`config.mk`:
```
export PLATFORM = sky130hd
export DESIGN_NAME = ip_vdp_port_arbiter
export DESIGN_NICKNAME = d
export VERILOG_FILES = /design/src/rtl/ip_vdp_pkg.sv /design/src/rtl/ip_vdp_pair_lock.sv /design/src/rtl/ip_vdp_port_arbiter.sv
export SDC_FILE = /design/constraint.sdc
export NUM_CORES = 1
export LEC_CHECK = 0
export CORE_MARGIN = 1
export CORE_UTILIZATION = 44
export DETAILED_ROUTE_END_ITERATION = 8
export PLACE_DENSITY = 0.75
export SLEW_MARGIN = 15
export SYNTH_ARGS = -nofsm -noshare
export SYNTH_HDL_FRONTEND = slang
export SYNTH_SLANG_ARGS = --single-unit
```
`constraint.sdc`:
```
create_clock -name clk -period 2.3 [get_ports clk]
set_input_delay 0.575 -clock clk [delete_from_list [all_inputs] [get_ports clk]]
set_output_delay 0.575 -clock clk [all_outputs]
set_load 0.05 [all_outputs]
```
`src/rtl/ip_vdp_pkg.sv`:
```
// Shared VDP CPU-port definitions: port numbers, arbiter states, requester ids, command bundle.
// Latency: none (types and constants only); backpressure: n/a.
package ip_vdp_pkg;

   localparam logic [1:0] C_VDP_PORT0 = 2'd0;
   localparam logic [1:0] C_VDP_PORT1 = 2'd1;
   localparam logic [1:0] C_VDP_PORT2 = 2'd2;
   localparam logic [1:0] C_VDP_PORT3 = 2'd3;

   localparam logic C_REQ_CPU = 1'b0;
   localparam logic C_REQ_DBG = 1'b1;

   typedef enum logic [2:0] {
      ST_IDLE,
      ST_REQ,
      ST_SREL,
      ST_MREL,
      ST_GAP
   } state_t;

   typedef struct packed {
      logic       wr;
      logic [1:0] address;
      logic [7:0] wdata;
   } vdp_cmd_t;

endpackage

```
`src/rtl/ip_vdp_pair_lock.sv`:
```
// Tracks the port#1 two-byte write pair and holds the bus for its owner until the pair completes.
// Latency: lock updates 1 clk after the done strobe; backpressure: stale lock released after LOCK_TIMEOUT idle clk.
module ip_vdp_pair_lock
   import ip_vdp_pkg::*;
#(
   parameter int LOCK_TIMEOUT = 1023
) (
   input  logic       clk,
   input  logic       n_reset,
   input  logic       done,
   input  logic       done_wr,
   input  logic [1:0] done_address,
   input  logic       done_grant,
   input  logic       idle,
   input  logic [1:0] req,
   output logic       lock_active,
   output logic       lock_owner,
   output logic       lock_timeout
);

   localparam logic [9:0] C_TO_LAST = 10'(LOCK_TIMEOUT - 1);

   logic [9:0] idle_cnt;
   logic       run;
   logic       expire;

   // The pair flag and the lock are the same bit: the lock exists exactly while half a pair is written.
   assign run    = lock_active && idle && !req[lock_owner];
   assign expire = run && (idle_cnt == C_TO_LAST);

   always_ff @(posedge clk) begin
      if (!n_reset) begin
         lock_active  <= 1'b0;
         lock_owner   <= C_REQ_CPU;
         lock_timeout <= 1'b0;
         idle_cnt     <= '0;
      end else begin
         lock_timeout <= expire;
         idle_cnt     <= (run && !expire) ? idle_cnt + 10'd1 : '0;
         if (expire) begin
            lock_active <= 1'b0;
         end else if (done && done_address == C_VDP_PORT1) begin
            if (!done_wr) begin
               lock_active <= 1'b0;
            end else begin
               lock_active <= !lock_active;
               if (!lock_active)
                  lock_owner <= done_grant;
            end
         end
      end
   end

endmodule

```
`src/rtl/ip_vdp_port_arbiter.sv`:
```
// Two-requester arbiter for the VDP CPU port (4-phase req/ack), m0 priority, pair lock, idle gap.
// Latency: s_req 1 clk after grant; backpressure: losers hold req, gap of GAP_CYCLES clk after each access.
module ip_vdp_port_arbiter
   import ip_vdp_pkg::*;
#(
   parameter int GAP_CYCLES   = 2,
   parameter int LOCK_TIMEOUT = 1023
) (
   input  logic       clk,
   input  logic       n_reset,
   input  logic       m0_req,
   output logic       m0_ack,
   input  logic       m0_wr,
   input  logic [1:0] m0_address,
   input  logic [7:0] m0_wdata,
   output logic [7:0] m0_rdata,
   input  logic       m1_req,
   output logic       m1_ack,
   input  logic       m1_wr,
   input  logic [1:0] m1_address,
   input  logic [7:0] m1_wdata,
   output logic [7:0] m1_rdata,
   output logic       s_req,
   input  logic       s_ack,
   output logic       s_wr,
   output logic [1:0] s_address,
   output logic [7:0] s_wdata,
   input  logic [7:0] s_rdata,
   output logic       lock_active,
   output logic       lock_timeout
);

   localparam logic [3:0] C_GAP = 4'(GAP_CYCLES);

   state_t     state, state_nxt;
   vdp_cmd_t   s_cmd;
   logic       grant;
   logic       lock_owner;
   logic [3:0] gap_cnt;
   logic [1:0] req_vec, elig_vec;
   logic       grant_sel, elig_any;
   logic       take, s_hit, ack_set, done;

   assign req_vec   = {m1_req, m0_req};
   assign elig_vec  = lock_active ? (req_vec & (lock_owner ? 2'b10 : 2'b01)) : req_vec;
   assign elig_any  = |elig_vec;
   assign grant_sel = elig_vec[0] ? C_REQ_CPU : C_REQ_DBG;

   assign s_wr      = s_cmd.wr;
   assign s_address = s_cmd.address;
   assign s_wdata   = s_cmd.wdata;

   always_ff @(posedge clk) begin
      if (!n_reset)
         state <= ST_IDLE;
      else
         state <= state_nxt;
   end

   always_comb begin
      state_nxt = state;
      case (state)
         ST_IDLE: if (elig_any)        state_nxt = ST_REQ;
         ST_REQ:  if (s_ack)           state_nxt = ST_SREL;
         ST_SREL: if (!s_ack)          state_nxt = ST_MREL;
         ST_MREL: if (!req_vec[grant]) state_nxt = (C_GAP != 4'd0) ? ST_GAP : ST_IDLE;
         ST_GAP:  if (gap_cnt <= 4'd1) state_nxt = ST_IDLE;
         default:                      state_nxt = ST_IDLE;
      endcase
   end

   always_comb begin
      take    = 1'b0;
      s_hit   = 1'b0;
      ack_set = 1'b0;
      done    = 1'b0;
      case (state)
         ST_IDLE: take    = elig_any;
         ST_REQ:  s_hit   = s_ack;
         ST_SREL: ack_set = !s_ack;
         ST_MREL: done    = !req_vec[grant];
         default: ;
      endcase
   end

   // Command is captured at grant; later requester-side changes are deliberately ignored.
   always_ff @(posedge clk) begin
      if (!n_reset) begin
         s_req    <= 1'b0;
         s_cmd    <= '0;
         grant    <= C_REQ_CPU;
         m0_ack   <= 1'b0;
         m1_ack   <= 1'b0;
         m0_rdata <= 8'h00;
         m1_rdata <= 8'h00;
         gap_cnt  <= '0;
      end else begin
         if (take) begin
            grant <= grant_sel;
            s_req <= 1'b1;
            s_cmd <= grant_sel ? vdp_cmd_t'{m1_wr, m1_address, m1_wdata}
                               : vdp_cmd_t'{m0_wr, m0_address, m0_wdata};
         end
         if (s_hit) begin
            s_req <= 1'b0;
            if (!s_cmd.wr) begin
               if (grant) m1_rdata <= s_rdata;
               else       m0_rdata <= s_rdata;
            end
         end
         if (ack_set) begin
            m0_ack <= !grant;
            m1_ack <= grant;
         end
         if (done) begin
            m0_ack  <= 1'b0;
            m1_ack  <= 1'b0;
            gap_cnt <= C_GAP;
         end else if (state == ST_GAP && gap_cnt != 4'd0) begin
            gap_cnt <= gap_cnt - 4'd1;
         end
      end
   end

   ip_vdp_pair_lock #(
      .LOCK_TIMEOUT (LOCK_TIMEOUT)
   ) u_pair_lock (
      .clk          (clk),
      .n_reset      (n_reset),
      .done         (done),
      .done_wr      (s_cmd.wr),
      .done_address (s_cmd.address),
      .done_grant   (grant),
      .idle         (state == ST_IDLE),
      .req          (req_vec),
      .lock_active  (lock_active),
      .lock_owner   (lock_owner),
      .lock_timeout (lock_timeout)
   );

endmodule

```
==> flow_summary.toml, run 1 <==
[clock_tree]
postCtsHoldBufs = 0
root_buffer = "clkbuf_8"
cts_tree = "done"
insertion_delay_ns = 0.31
clk_path_buf_depth = 2
h-tree-depth = 2
ctsResizeCount = 0
clkTransAtPathRegs_ns = 0.09
cts_buffers = 5
cts.sinks = 51
cts_setup_buffers = 0

[worst_setup_path]
crit_path_cell_trace = "clkdlybuf4s50_1"
required_ns = 1.73
r2r_start = "u_pair_lock.idle_cnt[5]"
worst_path_dominant_cell_family = "buffers and inverters"
path_depth = 1
crit_path_end_kind = "output port"
path_class = "reg -> out"
r2r_cells = 4
r2r_slack_ns = 0.56
cp-start-kind = "register"
crit_fanout = 8
cpPeakStageDelay_ns = 0.86
slowest_stage = "clkdlybuf4s50_1"
arrival_ns = 1.63
r2r-end = "u_pair_lock.lock_active"
critical_path_buf_inv_count = 1

[logic_synthesis]
ys_seq_elements = 51
ys_warn_count = 0
synthTopCellsByArea = "dfxtp_1 45%, mux2i_1 14%, o211a_1 5.3%"
synthCells = 233
synth_top_area_cell = "dfxtp_1"
syn_area_um2 = 2278
yosysTopAreaCellShare = 0.4481
ys_seq_area_frac = 0.4481
yosys.cell_types.count = 39
synth.avg_cell_area_um2 = 9.779
syn-num-nets = 273

[worst_hold_path]
min_to = "u_pair_lock.idle_cnt[0]"
hold_path_class = "reg -> reg"
hp-start = "u_pair_lock.idle_cnt[0]"
hold_depth = 1

[sta]
fmaxAchievable_mhz = 452.7
min_period_over_period = 0.9605
maxSlewHeadroom = 0.6372
min_period_ns = 2.209
finalSetupTns_ns = 0
slew_violations = 0
fin_skew_ns = 0.008159
tightest_slew_ns = 0.5431
setup_violations = 0
hold_ws_ns = 0.4900
hold_viol = 0
rsz0062_at_grt = "false"

[power]
vdd_ir_drop_max_v = 0.0003332
leakagePower_nw = 1.275
p_per_area_nw_per_um2 = 647.5
power_mw = 2.030

[grt]
grt_pass1_vias = 1740
gr-total-overflow = 0
grt_pass1_wl_um = 7734
grt_start_max_net_pins = 37
grtUsageTotal = 0.1855
antenna_found_initial = 0

[floorplanning]
fp.dieW_um = 73.96
dieArea_um2 = 5470
start_util = 0.4699
num_rows = 25
coreArea_um2 = 4848
die_h_um = 73.96
num_io_pins = 67

[drt]
drtIter0Drc = 82
drtAntennaViolNets = 0
drc = 0
route.layer.met1.wl_um = 2099
drt_wl_total_um = 4673
vias_per_cell = 4.927
dr.pass1.iters = 4
routed-wl-met3_um = 262
num_vias = 1823
top_layer = "met4"
drt-wirelength-per-cell_um = 12.63
route.met2.wl_um = 2246

[layout]
antennaDiodeCount = 0
nNetsFinal = 343
stdcell_count = 370
final_layout_size_suffix_gt1_frac = 0.07261
synthToLayoutAreaGrowth_pct = 37.62

[placement]
port_buffers = 66
placedCellCount = 363
place.gp.congestion = 0.7908
post-dp-hpwl_um = 3410

[run_status]
status = "complete, no violations"

[job]
drv_cap = 0
## flip-flops by register name, indices dropped and copies added, names as in the netlist
name / count
u_pair_lock.idle_cnt: 10
m0_rdata: 8
m1_rdata: 8
s_wdata: 8
gap_cnt: 4
state: 3
s_address: 2
grant: 1
m0_ack: 1
m1_ack: 1
s_req: 1
s_wr: 1
u_pair_lock.lock_active: 1
u_pair_lock.lock_owner: 1
u_pair_lock.lock_timeout: 1
## worst max path at each step
stage	from	to	slack [ns]
2_1_floorplan	u_pair_lock.lock_active	s_wr	0.65
3_3_place_gp	m1_req	u_pair_lock.lock_owner	0.21
3_5_place_dp	s_ack	m1_rdata[3]	0.15
4_1_cts	u_pair_lock.lock_active	lock_active	0.08
5_1_grt	u_pair_lock.lock_active	lock_active	0.01
6_report	u_pair_lock.lock_active	lock_active	0.09
## cell usage in the layout, fill, tap and decap left out, drive strengths merged, types with 2 or more instances in the layout
master	count
a211oi	2
a21boi	3
a21oi	3
buf	9
clkbuf	5
clkdlybuf4s50	66
dfxtp	51
ha	5
inv	7
mux2i	32
nand2	22
nand2b	2
nand3	7
nand4	2
nor2	23
nor2b	16
nor3	4
nor3b	2
o211a	12
o21ai	3
or4	2
xnor2	8
xor2	3
## Yosys cell counts
cell and n:
nor3b_1 2, nand3_1 6, o211a_1 12, a21boi_1 1, nor4b_1 1, xnor2_1 8, nor2_1 23, inv_1 7
a211oi_2 1, or3b_2 1, a211oi_1 1, and3b_1 1, and2_1 1, a21oi_1 3, ha_1 5, o21ai_0 3
mux2i_1 32, dfxtp_1 51, nor3_1 4, nand3_2 1, nor2b_1 16, clkbuf_1 3, or3_1 1, buf_1 1
buf_2 7, o21a_1 1, o31ai_1 1, o311a_1 1, buf_6 1, o221a_2 1, nand4_1 2, nand4b_1 1
or4_1 2, nand2_1 22, a21boi_0 2, nand2b_1 2, xor2_1 3, nor4_4 1, or2_4 1
## metrics by stage
| stage | worst slack [ns] | util | area [um^2] |
|---|---|---|---|
| 2_1_floorplan | 0.6539 | - | 2278 |
| 3_3_place_gp | 0.2110 | 0.6248 | 3029 |
| 3_5_place_dp | 0.1526 | 0.6248 | 3029 |
| 4_1_cts | 0.07758 | 0.6467 | 3136 |
| 5_1_grt | 0.01291 | 0.6467 | 3136 |
| 6_report | 0.09084 | 0.6467 | 3136 |
## cells by family after synthesis
logic type	Yosys count	synth area share
flops	51	0.4481
fa+ha+maj	5	0.02746
buf+inv	19	0.03844
simple gates	88	0.2026
compound gates	27	0.1005
mux	32	0.1406
xor+xnor	11	0.04229
## layer usage
| layer | vias up | track usage |
|---|---|---|
| li1 | 934 | - |
| met1 | 830 | 0.2215 |
| met2 | 54 | 0.3121 |
| met3 | 5 | 0.06369 |
| met4 | 0 | 0.06197 |
| met5 | - | 0 |
## power by group
group          internal [mW]  leakage [nW]  switching, mW
Clock                  0.318        0.0502          0.294
Combinational          0.201         0.809          0.253
Sequential             0.928         0.415         0.0357
Total                   1.45          1.27          0.583
## layout make-up
cell class | count | area [um^2]
Fill cell | 430 | 1713
Multi-Input combinational cell | 163 | 1170
Sequential cell | 51 | 1021
Timing Repair Buffer | 75 | 728.2
Tap cell | 67 | 83.83
Clock buffer | 5 | 68.82
Clock inverter | 2 | 37.54
Inverter | 7 | 26.28
Note: power is estimated with default switching activity, not from simulation.
==> run 2, diff against run 1 <==
==> constraint.sdc (replaced) <==
create_clock -name clk -period 2.4 [get_ports clk]
set_input_delay 0.6 -clock clk [delete_from_list [all_inputs] [get_ports clk]]
set_output_delay 0.6 -clock clk [all_outputs]
set_load 0.05 [all_outputs]
==> run 2 against run 1 <==
  * Global-route usage fell by 0.30 points
  * Power is 0.75% higher
  * Critical endpoint unchanged
  * Wire length down 2.6%
  * Final area is 0.28% higher
  * Critical path type unchanged
  * Clock power is 12% higher
  * Register-to-register slack is essentially flat
  * First-iteration DRC count increased by 27%
  * Sequential cell count did not move
==> flow_summary.toml, run 2 (synthesis gave the netlist of run 1 again) <==
[drt]
vias_per_cell = 4.916
num_vias = 1804
dr.pass1.iters = 4
drc = 0
drtAntennaViolNets = 0
drtIter0Drc = 104
drt_wl_total_um = 4551
drt-wirelength-per-cell_um = 12.40

[clock_tree]
clkTransAtPathRegs_ns = 0.09
cts_buffers = 5
insertion_delay_ns = 0.30
clk_path_buf_depth = 2
ctsResizeCount = 0
cts_setup_buffers = 0
cts_tree = "done"
cts.sinks = 51
root_buffer = "clkbuf_8"
postCtsHoldBufs = 0
h-tree-depth = 2

[floorplanning]
num_io_pins = 67
num_rows = 25
fp.dieW_um = 73.96
start_util = 0.4699
dieArea_um2 = 5470
coreArea_um2 = 4848
die_h_um = 73.96

[sta]
maxSlewHeadroom = 0.5944
slew_violations = 0
finalSetupTns_ns = 0
fin_skew_ns = 0.005462
setup_violations = 0
timing.final.ws_setup_ns = 0.1611
fmaxAchievable_mhz = 446.6
rsz0062_at_grt = "false"
hold_ws_ns = 0.4926
min_period_ns = 2.239
tightest_slew_ns = 0.5999
min_period_over_period = 0.9329
hold_viol = 0

[placement]
place_ws_ns = 0.1410
port_buffers = 66
place.gp.congestion = 0.7525
post-dp-hpwl_um = 3290

[worst_setup_path]
critical_path_buf_inv_count = 1
crit_fanout = 8
cpPeakStageDelay_ns = 0.86
slowest_stage = "clkdlybuf4s50_1"
worst_path_dominant_cell_family = "buffers and inverters"
arrival_ns = 1.64
cp-start-kind = "register"
required_ns = 1.80
crit_path_cell_trace = "clkdlybuf4s50_1"
path_class = "reg -> out"
crit_path_end_kind = "output port"

[job]
drv_cap = 0

[power]
p_comb_frac = 0.210
leakagePower_nw = 1.274
p_per_area_nw_per_um2 = 650.6
p_int_mw = 1.498
p_switching_mw = 0.5475
vdd_ir_drop_max_v = 0.0003990
swShare = 0.2677
clockPowerShare = 0.336
sequentialPowerShare = 0.453

[layout]
synthToLayoutAreaGrowth_pct = 38.00
multiInputGateArea_um2 = 1170
final_layout_size_suffix_gt1_frac = 0.06000
nNetsFinal = 339
regMostFlops = "u_pair_lock.idle_cnt"
antennaDiodeCount = 0
largest_reg_flops = 10
layout_common_cells = "66 x clkdlybuf4s50_1, 51 x dfxtp_1, 32 x mux2i_1"
layout_commonest_cell = "clkdlybuf4s50_1"
regArea_um2 = 1021
fill_cells = 406

[worst_hold_path]
hold_path_class = "reg -> reg"

[grt]
gr-total-overflow = 0
antenna_found_initial = 0
grt_pass1_wl_um = 7638
grtUsageTotal = 0.1825
grt_start_max_net_pins = 37
grt_pass1_vias = 1739

[run_status]
status = "complete, no violations"
[run 2: cell type report]
class,count,area share
tap,67,0.02666
clock buffer,6,0.02308
sequential,51,0.3247
clock inverter,2,0.01910
timing repair buffer,71,0.2260
multi-input combinational,163,0.3721
inverter,7,0.008357
[run 2: final timing paths]
kind / startpoint / depth (start not counted) / slack [ns] / to
min: u_pair_lock.idle_cnt[0] / 1 / 0.49 / u_pair_lock.idle_cnt[0]
max reg2reg: state[1] / 4 / 0.57 / m1_rdata[2]
max: u_pair_lock.lock_active / 1 / 0.16 / lock_active
min reg2reg: u_pair_lock.idle_cnt[0] / 1 / 0.49 / u_pair_lock.idle_cnt[0]
[run 2: per-stage QoR]
step	power, mW	instances	instance area (um^2)	utilization
floorplan	1.210	233	2278	-
global placement	1.374	359	3012	0.6212
detailed placement	1.378	359	3012	0.6212
CTS	2.063	367	3144	0.6485
global route	2.130	367	3144	0.6485
finish	2.046	367	3144	0.6485
[run 2: power by group through the flow]
stage | Combinational (mW) | Clock (mW) | Sequential (mW)
final | 0.430 | 0.688 | 0.927
after detailed placement | 0.431 | 0 | 0.947
after floorplan | 0.150 | 0 | 1.06
after global routing | 0.459 | 0.738 | 0.934
after global placement | 0.428 | 0 | 0.946
after CTS | 0.433 | 0.703 | 0.928
[run 2: metal layers]
layer	vias to the layer above	GRT usage	share of wire
li1	927	-	-
met1	818	0.2195	0.46
met2	55	0.3051	0.48
met3	4	0.04743	0.061
met4	0	0.08547	0.0073
met5	-	0	0
